`config.mk`:
```
export PLATFORM = sky130hd
export DESIGN_NAME = pattern_seq
export DESIGN_NICKNAME = d
export VERILOG_FILES = /design/src/rtl/pattern_seq.sv
export SDC_FILE = /design/constraint.sdc
export NUM_CORES = 1
export LEC_CHECK = 0
export ABC_AREA = 1
export CAP_MARGIN = 20
export CORE_UTILIZATION = 33
export DETAILED_ROUTE_END_ITERATION = 8
export SETUP_SLACK_MARGIN = 0.05
export SLEW_MARGIN = 20
export SYNTH_ARGS = -nofsm -noshare
export SYNTH_HDL_FRONTEND = slang
export SYNTH_SLANG_ARGS = --single-unit
```
`constraint.sdc`:
```
create_clock -name i_clk -period 5.2 [get_ports i_clk]
set_input_delay 1.04 -clock i_clk [delete_from_list [all_inputs] [get_ports i_clk]]
set_output_delay 1.04 -clock i_clk [all_outputs]
set_load 0.01 [all_outputs]
```
`src/rtl/pattern_seq.sv`:
```
// Pattern sequencer: writable table streamed out over valid/ready.
// Supports wrap, one-shot and ping-pong addressing with start/stop control.
module pattern_seq #(
  parameter int unsigned ADDR_WIDTH = 2,
  parameter int unsigned ADDR_COUNT = 1 << ADDR_WIDTH,
  parameter int unsigned DATA_WIDTH = 32
) (
  input  logic                  i_clk,
  input  logic                  i_rst,
  input  logic                  i_wr_en,
  input  logic [ADDR_WIDTH-1:0] i_wr_addr,
  input  logic [DATA_WIDTH-1:0] i_wr_data,
  input  logic                  i_start,
  input  logic                  i_stop,
  input  logic [1:0]            i_mode,
  input  logic [ADDR_WIDTH-1:0] i_last,
  input  logic                  i_ready,
  output logic                  o_valid,
  output logic [DATA_WIDTH-1:0] o_data,
  output logic [ADDR_WIDTH-1:0] o_addr,
  output logic                  o_busy,
  output logic                  o_done
);

  localparam int unsigned MODE_W = 2;
  localparam logic [MODE_W-1:0] MODE_ONESHOT  = MODE_W'(1);
  localparam logic [MODE_W-1:0] MODE_PINGPONG = MODE_W'(2);

  typedef enum logic [1:0] {
    S_IDLE  = 2'd0,
    S_RUN   = 2'd1,
    S_DRAIN = 2'd2
  } state_t;

  state_t                state_q, state_d;
  logic [ADDR_WIDTH-1:0] ptr_q, ptr_d;
  logic                  dir_down_q, dir_down_d;
  logic [MODE_W-1:0]     mode_q, mode_d;
  logic [ADDR_WIDTH-1:0] last_q, last_d;
  logic                  stop_pend_q, stop_pend_d;
  logic                  valid_q, valid_d;
  logic [DATA_WIDTH-1:0] data_q, data_d;
  logic [ADDR_WIDTH-1:0] addr_q, addr_d;
  logic                  busy_q, busy_d;
  logic                  done_q, done_d;
  logic [DATA_WIDTH-1:0] table_q [ADDR_COUNT];

  // Table storage: reset reloads entry i with i+1.
  always_ff @(posedge i_clk) begin
    if (i_rst) begin
      for (int unsigned i = 0; i < ADDR_COUNT; i++) begin
        table_q[i] <= DATA_WIDTH'(i + 1);
      end
    end else if (i_wr_en) begin
      table_q[i_wr_addr] <= i_wr_data;
    end
  end

  always_ff @(posedge i_clk) begin
    if (i_rst) begin
      state_q     <= S_IDLE;
      ptr_q       <= '0;
      dir_down_q  <= 1'b0;
      mode_q      <= '0;
      last_q      <= '0;
      stop_pend_q <= 1'b0;
      valid_q     <= 1'b0;
      data_q      <= '0;
      addr_q      <= '0;
      busy_q      <= 1'b0;
      done_q      <= 1'b0;
    end else begin
      state_q     <= state_d;
      ptr_q       <= ptr_d;
      dir_down_q  <= dir_down_d;
      mode_q      <= mode_d;
      last_q      <= last_d;
      stop_pend_q <= stop_pend_d;
      valid_q     <= valid_d;
      data_q      <= data_d;
      addr_q      <= addr_d;
      busy_q      <= busy_d;
      done_q      <= done_d;
    end
  end

  always_comb begin
    state_d     = state_q;
    ptr_d       = ptr_q;
    dir_down_d  = dir_down_q;
    mode_d      = mode_q;
    last_d      = last_q;
    stop_pend_d = stop_pend_q;
    valid_d     = valid_q;
    data_d      = data_q;
    addr_d      = addr_q;
    done_d      = 1'b0;

    unique case (state_q)
      S_IDLE: begin
        if (i_start && !i_stop) begin
          state_d     = S_RUN;
          ptr_d       = '0;
          dir_down_d  = 1'b0;
          mode_d      = i_mode;
          last_d      = i_last;
          stop_pend_d = 1'b0;
        end
      end
      S_RUN: begin
        // A stop is remembered until the pending beat has been accepted.
        if (i_stop || stop_pend_q) begin
          if (!valid_q || i_ready) begin
            valid_d     = 1'b0;
            stop_pend_d = 1'b0;
            state_d     = S_IDLE;
          end else begin
            stop_pend_d = 1'b1;
          end
        end else if (!valid_q || i_ready) begin
          data_d  = table_q[ptr_q];
          addr_d  = ptr_q;
          valid_d = 1'b1;
          case (mode_q)
            MODE_ONESHOT: begin
              if (ptr_q == last_q) state_d = S_DRAIN;
              else                 ptr_d   = ptr_q + ADDR_WIDTH'(1);
            end
            MODE_PINGPONG: begin
              // Endpoints are emitted once per turn.
              if (last_q == '0) begin
                ptr_d = '0;
              end else if (!dir_down_q) begin
                if (ptr_q == last_q) begin
                  dir_down_d = 1'b1;
                  ptr_d      = ptr_q - ADDR_WIDTH'(1);
                end else begin
                  ptr_d      = ptr_q + ADDR_WIDTH'(1);
                end
              end else begin
                if (ptr_q == '0) begin
                  dir_down_d = 1'b0;
                  ptr_d      = ADDR_WIDTH'(1);
                end else begin
                  ptr_d      = ptr_q - ADDR_WIDTH'(1);
                end
              end
            end
            default: begin
              ptr_d = (ptr_q == last_q) ? '0 : ptr_q + ADDR_WIDTH'(1);
            end
          endcase
        end
      end
      S_DRAIN: begin
        if (i_ready) begin
          valid_d = 1'b0;
          done_d  = 1'b1;
          state_d = S_IDLE;
        end
      end
      default: state_d = S_IDLE;
    endcase

    busy_d = (state_d != S_IDLE);
  end

  assign o_valid = valid_q;
  assign o_data  = data_q;
  assign o_addr  = addr_q;
  assign o_busy  = busy_q;
  assign o_done  = done_q;

endmodule

```
==> flow_metrics.py <==
metrics = {
    "outcome": {
        "status": "complete, no violations",
    },
    "drt": {
        "vias_per_cell": 4.77,
        "met1_length_um": 7880,
        "routedWlPerCell_um": 15.5,
        "wl_met2_um": 8480,
        "ant_nets": 0,
        "drtIter0Drc": 287,
        "met3_length_um": 752,
        "top_layer_used": "met4",
        "vias": 5338,
        "drcViolationCount": 0,
        "drt_pass1_iterations": 5,
        "wirelength_um": 17300,
    },
    "critical_path": {
        "cp.arrival_ns": 3.43,
        "r2r-start": "ptr_q[0]",
        "critPathMostFrequentCell": "buf_4",
        "r2r_cells": 11,
        "worstSetupEndpoint": "table_q[0][1]",
        "crit_fanout": 32,
        "cp_data_required_time_ns": 5.18,
        "path_depth": 8,
        "slowest_stage": "clkdlybuf4s50_1",
        "startpoint": "i_rst",
        "cpLargestDelayFamily": "buffers and inverters",
        "startpoint_type": "input port",
        "ff2ff_setup_slack_ns": 2.11,
        "cp.buffers_inverters": 4,
        "max_stage_delay_ns": 0.75,
        "critical_path_class": "input port to flop",
        "crit_path_end_kind": "flop",
        "crit_chain": "clkdlybuf4s50_1, nor2_4, inv_1, buf_4, nor2_1, nand2_1, buf_4, nand2_2",
        "r2r-end": "ptr_q[0]",
    },
    "clock_tree": {
        "clock_latency_ns": 0.44,
        "clockBufferDepth": 2,
        "cts_resized": 0,
        "cts_tree": "yes",
        "cts_hold_buf": 0,
        "root_buffer": "clkbuf_16",
        "cts_max_level": 4,
        "path_clk_slew_ns": 0.06,
        "clock_sinks": 175,
        "cts_buffers": 17,
        "post_cts_buffers": 0,
    },
    "logic_synthesis": {
        "synth_nets": 810,
        "ys_ff_latch": 175,
        "syn-cell-area_um2": 7360,
        "synthMostInstantiatedCell": "nor2_1",
        "yosys_warnings": 0,
        "synth_common_cells": "268 x nor2_1, 128 x edfxtp_1, 106 x o21ai_0, 55 x inv_1, 47 x dfxtp_1",
        "synth_largest_area_cell": "edfxtp_1",
        "synth.area.top_cells": "edfxtp_1 52%, nor2_1 14%, dfxtp_1 13%",
        "ys.flop_type": "edfxtp_1",
        "syn_inst": 762,
        "avgSynthCellArea_um2": 9.66,
        "yosysUniqueCellTypes": 25,
        "synth-seq-area-share_pct": 65.0,
        "async_flop_share_pct": 0,
        "synth_edf_count": 128,
        "synth_top_area_share_pct": 52.2,
    },
    "final_layout": {
        "antenna_cells": 0,
        "fillCellCount": 2164,
        "nets": 873,
        "instances_no_fill": 1118,
        "ff_latch_area_um2": 4790,
        "area_delta_synth_final_pct": 22.0,
        "multi_input_area_um2": 2150,
        "drive_gt1_share_pct": 6.44,
        "fin_area_um2": 8980,
    },
    "global_routing": {
        "grt_overflow": 0,
        "antenna_found_initial": 0,
        "grt_pass1_wl_um": 27400,
        "grt_usage_pct": 16.0,
        "grt_pass1_vias": 5292,
        "grt_max_degree": 71,
    },
    "timing": {
        "fin_worst_skew_ns": 0.0109,
        "worst_pin_slew_ns": 0.895,
        "maxSlewViolCount": 0,
        "setup_viol": 0,
        "period_minus_slack_ns": 3.44,
        "relSlewSlack_pct": 40.1,
        "fin_setup_tns_ns": 0,
        "timing.final.hold_violations": 0,
        "max_freq_mhz": 290,
        "grt_setup_unrepaired": "false",
        "min_period_over_period_pct": 66.2,
        "finalWorstSetupSlack_ns": 1.76,
    },
    "min_path": {
        "hold_depth": 2,
        "hp-class": "flop to flop",
    },
    "floorplan": {
        "die_h_um": 151,
        "rows": 54,
        "die_width_um": 151,
        "coreArea_um2": 21800,
        "start_util_pct": 33.7,
        "die_area_um2": 22900,
        "io_pins": 81,
    },
    "place": {
        "placed_cell_area_um2": 8390,
        "hpwl_um": 10400,
        "gp_congestion": 0.792,
        "dp_cells": 1086,
        "pre_cts_ws_ns": 1.30,
        "port_buffers": 80,
    },
    "power": {
        "power_per_cell_area_nw_per_um2": 351,
        "p_leak_nw": 3.43,
        "peakVddDrop_v": 0.000160,
    },
    "flow_run": {
        "drv_cap": 0,
    },
}
## area by class of cell
class                           count  area share, %
Tap cell                          280           3.90
Timing Repair Buffer               90           9.75
Clock buffer                       22           5.17
Multi-Input combinational cell    481           23.9
Inverter                           60           2.52
Clock inverter                     10           1.45
Sequential cell                   175           53.3
## worst min path at each step
stage / start / endpoint / slack (ns)
2_1_floorplan: mode_q[1] / mode_q[1] / 0.45
3_3_place_gp: mode_q[1] / mode_q[1] / 0.47
3_5_place_dp: last_q[1] / last_q[1] / 0.48
6_report: mode_q[0] / mode_q[0] / 0.49
5_1_grt: mode_q[0] / mode_q[0] / 0.51
4_1_cts: last_q[1] / last_q[1] / 0.49
## worst min-delay path, stage by stage (launching register included)
cell and delay [ns]:
dfxtp_1 0.32, inv_1 0.07, a21oi_1 0.06
## metal layers
layer / GRT usage (%) / vias to the layer above
met5: 0 / -
met3: 3.16 / 13
met1: 20.0 / 2537
li1: - / 2666
met4: 4.75 / 0
met2: 27.6 / 122
## logic make-up after synthesis
family / synth area share, %
adders and majority gates: 0.680
and+or+nand+nor: 16.8
DFF: 65.0
AOI/OAI and AO/OA: 11.4
buffers and inverters: 6.12
## through the flow
stage,utilization [%],power (mW),hold slack (ns)
after floorplan,-,1.78,0.451
after global placement,38.4,1.89,0.466
after detailed placement,38.4,1.89,0.481
after CTS,41.2,3.17,0.490
after global routing,41.2,3.25,0.508
final,41.2,3.15,0.491
## registers in the layout (all words and copies together), names as in the netlist, 2 cells and up
signal   flops
o_addr       2
ptr_q        2
last_q       2
o_data      32
table_q    128
state_q      2
mode_q       2
## cell usage in the layout, fill, tap and decap left out, types with 2 or more instances in the layout
cell,synthesis,final
nor2_1,268,268
edfxtp_1,128,128
o21ai_0,106,106
clkdlybuf4s50_1,0,80
inv_1,55,55
dfxtp_1,47,46
nand2_1,39,36
a31oi_1,23,23
clkbuf_16,0,17
a21oi_1,12,12
o22ai_1,11,11
buf_4,4,10
nand3_1,6,6
nand2_2,2,5
inv_2,5,4
ha_1,4,4
nor3_1,3,3
clkbuf_1,18,3
clkinv_4,0,3
clkinv_2,0,2
o211ai_1,2,2
clkbuf_8,0,2
inv_8,0,2
bufinv_16,0,2
## where the power goes
part	switching [mW]	total [mW]	internal, mW
clock	0.552	1.30	0.743
sequential	0.0270	1.62	1.59
combinational	0.148	0.240	0.0927
total	0.727	3.15	2.43
Note: power is estimated with default switching activity, not from simulation.
==> RTL change 1 (same settings) <==
Set the parameter `DATA_WIDTH` to 16 (it was 32).
--- a/src/rtl/pattern_seq.sv
+++ b/src/rtl/pattern_seq.sv
@@ -3,7 +3,7 @@
 module pattern_seq #(
   parameter int unsigned ADDR_WIDTH = 2,
   parameter int unsigned ADDR_COUNT = 1 << ADDR_WIDTH,
-  parameter int unsigned DATA_WIDTH = 32
+  parameter int unsigned DATA_WIDTH = 16
 ) (
   input  logic                  i_clk,
   input  logic                  i_rst,
Ports: changed (resized i_wr_data and o_data); port bits go from 81 to 49. No check against the original RTL was run, so the function may have changed too.
==> RTL change 1 against the original RTL <==
- sequential cell count fell by 80
- synthesized area fell by 44%
- routed wire length fell by 45%
- total power fell by 45%
- setup slack improved by 350 ps
- cell area fell by 44%
- clock skew fell by 0.83 ps
- maximum frequency rose by 11%
- largest power group unchanged
==> RTL change 1: results (changes against the original RTL) <==
ir_drop_mv: 0.184  # +15%
grt_max_degree: 39  # -45%
syn-num-nets: 480  # -41%
grt_pass1_vias: 3109  # -41%
dp_hpwl_um: 6400  # -38%
gr-usage-all-layers: 0.156  # -0.00400
holdWs_ps: 488  # -3.56 ps
synth-seq-area-share: 0.615  # -0.0347
gp_congestion: 0.809  # +2.2%
cts_max_level: 3  # -1
rrSetupSlack_ps: 3170  # +1060 ps
fin_ws_ps: 2100  # +347 ps
place_ws_ps: 1740  # +443 ps
synth-edff-count: 64  # -50%
reg2reg_depth: 9  # -2
p_comb_uw: 147  # -39%
largest_reg_flops: 64  # -50%
grt_pass1_wl_um: 15400  # -44%
drtIter0Drc: 186  # -35%
synth_common_cells: "140 x nor2_1, 64 x edfxtp_1, 43 x o21ai_0"
wl_per_cell_um: 14.4  # -7.1%
port_buffers: 48  # -40%
crit_end: "table_q[1][13]$_SDFFCE_PN0P_"
nets: 522  # -40%
via_per_inst: 4.78  # about the same
n_fill_cell: 1187  # -45%
fin_skew_ps: 10.1  # -0.825 ps
crit_path_max_fanout: 16  # -50%
arrival_ps: 3000  # -430 ps
outcome: "finished clean"
power.leakage_uw: 0.00196  # -43%
r2r-start: "ptr_q[1]$_SDFFE_PP0P_"
synthTopCellsByArea: "edfxtp_1 46%, dfxtp_1 15%, nor2_1 13%, o21ai_0 5.2%, inv_1 3.6%"
pg_clk_uw: 702  # -46%
syn_area_per_cell_um2: 9.23  # -4.5%
[RTL change 1: area by class of cell]
type / count / area, um2 / area share
Tap cell: 168 / 210 / 0.0415
Clock inverter: 7 / 100 / 0.0197
Timing Repair Buffer: 51 / 503 / 0.0992
Multi-Input combinational cell: 289 / 1320 / 0.260
Sequential cell: 95 / 2540 / 0.501
Inverter: 44 / 170 / 0.0336
Clock buffer: 9 / 225 / 0.0444
[RTL change 1: logic make-up (layout without fill, tap and decap cells)]
family | count (synthesis) | count (layout) | synth area share
simple gates | 192 | 192 | 0.183
buf+inv | 64 | 111 | 0.0693
flops | 95 | 95 | 0.615
compound gates | 93 | 93 | 0.120
fa+ha+maj | 4 | 4 | 0.0121
[RTL change 1: routing by layer]
metal / part of all wire / up-vias / track usage / wire length (um)
met2: 0.51 / 84 / 0.281 / 4860
met5: 0 / - / 0 / 0
met1: 0.44 / 1501 / 0.188 / 4210
met4: 0.0064 / 0 / 0.0381 / 61
met3: 0.043 / 6 / 0.0345 / 413
li1: - / 1577 / - / -
==> RTL change 2 (same settings) <==
Without the edit above. Take the reset off `data_q` and load it in a clocked block of its own.
--- a/src/rtl/pattern_seq.sv
+++ b/src/rtl/pattern_seq.sv
@@ -65,7 +65,6 @@
       last_q      <= '0;
       stop_pend_q <= 1'b0;
       valid_q     <= 1'b0;
-      data_q      <= '0;
       addr_q      <= '0;
       busy_q      <= 1'b0;
       done_q      <= 1'b0;
@@ -77,11 +76,14 @@
       last_q      <= last_d;
       stop_pend_q <= stop_pend_d;
       valid_q     <= valid_d;
-      data_q      <= data_d;
       addr_q      <= addr_d;
       busy_q      <= busy_d;
       done_q      <= done_d;
     end
+  end
+
+  always_ff @(posedge i_clk) begin
+    data_q <= data_d;
   end
 
   always_comb begin
Check against the original RTL: differs if i_rst is asserted again (counterexample within 4 cycles, from zero or initial values and one cycle with i_rst high); with i_rst held inactive, the same outputs for 4 cycles.
==> RTL change 2 against the original RTL <==
- routed wire length down 7.1%
- synthesized area fell by 0.75%
- sequential cell count unchanged
- synthesized cell count decreased by 14%
- setup slack better by 88 ps
- cell area decreased by 1.4%
- total power shrank 4.8%
==> RTL change 2: results (changes against the original RTL) <==
synth-async-reset-ratio: 0  # unchanged
gr-usage-all-layers: 0.148  # -0.0118
grt_max_degree: 71  # unchanged
syn-num-nets: 706  # -13%
arrival_ps: 3310  # -120 ps
worstHoldPathType: "reg2reg"
synth-seq-area-share: 0.698  # +0.0487
synth_common_cells: "182 x nor2_1, 160 x edfxtp_1, 73 x o21ai_0"
synthTopCellsByArea: "edfxtp_1 66%, nor2_1 9.3%, o21ai_0 5.0%, dfxtp_1 4.1%, inv_1 2.9%"
grt_pass1_wl_um: 25100  # -8.4%
synth_cell_type_count: 26  # +4.0%
gp_congestion: 0.775  # -2.1%
largest_reg_flops: 128  # unchanged
clkSlewWorstSetupHoldPaths_ps: 60  # about the same
outcome: "finished clean"
critical_path.top_delay_family: "buffers and inverters"
port_buffers: 80  # unchanged
synth_mux_area_frac: 0  # unchanged
root_buffer: "clkbuf_16"
yosysWarnings: 0  # unchanged
cpPeakStageDelay_ps: 730  # -20 ps
synth-edff-count: 160  # +25%
maxSlewHeadroom: 0.399  # -0.00192
drive_above_1_share: 0.0757  # +0.0112
cts_max_level: 4  # unchanged
vias: 4865  # -8.9%
cts.repair.resized: 0  # unchanged
fin_skew_ps: 9.13  # -1.77 ps
nets: 775  # -11%
synthXorXnorAreaFrac: 0  # unchanged
numCtsBuffers: 17  # unchanged
drt_first_pass_iters: 4  # -1
cts_buffer_depth: 2  # unchanged
power.leakage_uw: 0.00324  # -5.3%
synth_fa_ha_area_frac: 0.00685  # +0.0000512
postCtsSetupBuffers: 0  # unchanged
drtIter0Drc: 345  # +20%
antenna_found_initial: 1  # +1
crit_path_max_fanout: 32  # unchanged
drc_errors: 0  # unchanged
ir_drop_mv: 0.200  # +25%
grt_pass1_vias: 4742  # -10%
top_register: "table_q"
wl_per_cell_um: 15.8  # +1.8%
rrSetupSlack_ps: 2130  # +20 ps
cp_slowest_cell: "clkdlybuf4s50_1"
clk_latency_ps: 420  # -20 ps
dp_hpwl_um: 9440  # -9.3%
synth-compound-area-share: 0.0933  # -0.0210
## RTL change 2: logic make-up (layout without fill, tap and decap cells)
family	count (synthesis)	after routing
AOI/OAI and AO/OA	125	125
adders and majority gates	4	4
buffers and inverters	99	181
DFF	175	175
other	0	1
and+or+nand+nor	255	255
## RTL change 2: cell type report
type / instances / area, um2
Clock buffer: 19 / 433
Tap cell: 280 / 350
Clock inverter: 13 / 90.1
Antenna cell: 1 / 2.50
Multi-Input combinational cell: 384 / 1790
Fill cell: 2115 / 12900
Inverter: 63 / 238
Timing Repair Buffer: 86 / 846
Sequential cell: 175 / 5110
## RTL change 2: path summary, 6_finish.rpt
kind	start	depth (start not counted)	endpoint
max	i_rst	8	table_q[0][4]$_SDFFCE_PN0P_
min	mode_q[1]$_SDFFE_PP0P_	2	mode_q[1]$_SDFFE_PP0P_
max reg2reg	ptr_q[0]$_SDFFE_PP0P_	11	ptr_q[0]$_SDFFE_PP0P_
min reg2reg	mode_q[1]$_SDFFE_PP0P_	2	mode_q[1]$_SDFFE_PP0P_
## RTL change 2: tightest hold or removal path: stages, from the launching register on
cell,delay (ps)
dfxtp_1,310
inv_1,70
a21oi_1,60
## RTL change 2: routing by layer
metal | GRT usage | up-vias | wire length (um)
met5 | 0 | - | 0
met4 | 0.0425 | 0 | 167
met3 | 0.0398 | 12 | 900
met2 | 0.244 | 123 | 7780
met1 | 0.190 | 2335 | 7240
li1 | - | 2395 | -
## RTL change 2: power by group
group	total, uW	internal (uW)	switching, uW
Combinational	208	76.5	131
Clock	1140	610	533
Sequential	1650	1630	22.8
## RTL change 2: through the flow
stage	hold WS (ps)	instance area [um2]	std cells	utilization	setup WS [ps]
floorplan	451	7310	658	-	1160
global placement	467	8330	988	0.383	1430
detailed placement	481	8330	988	0.383	1340
CTS	490	8850	1020	0.407	1780
global route	505	8850	1020	0.407	1680
finish	484	8850	1021	0.407	1840
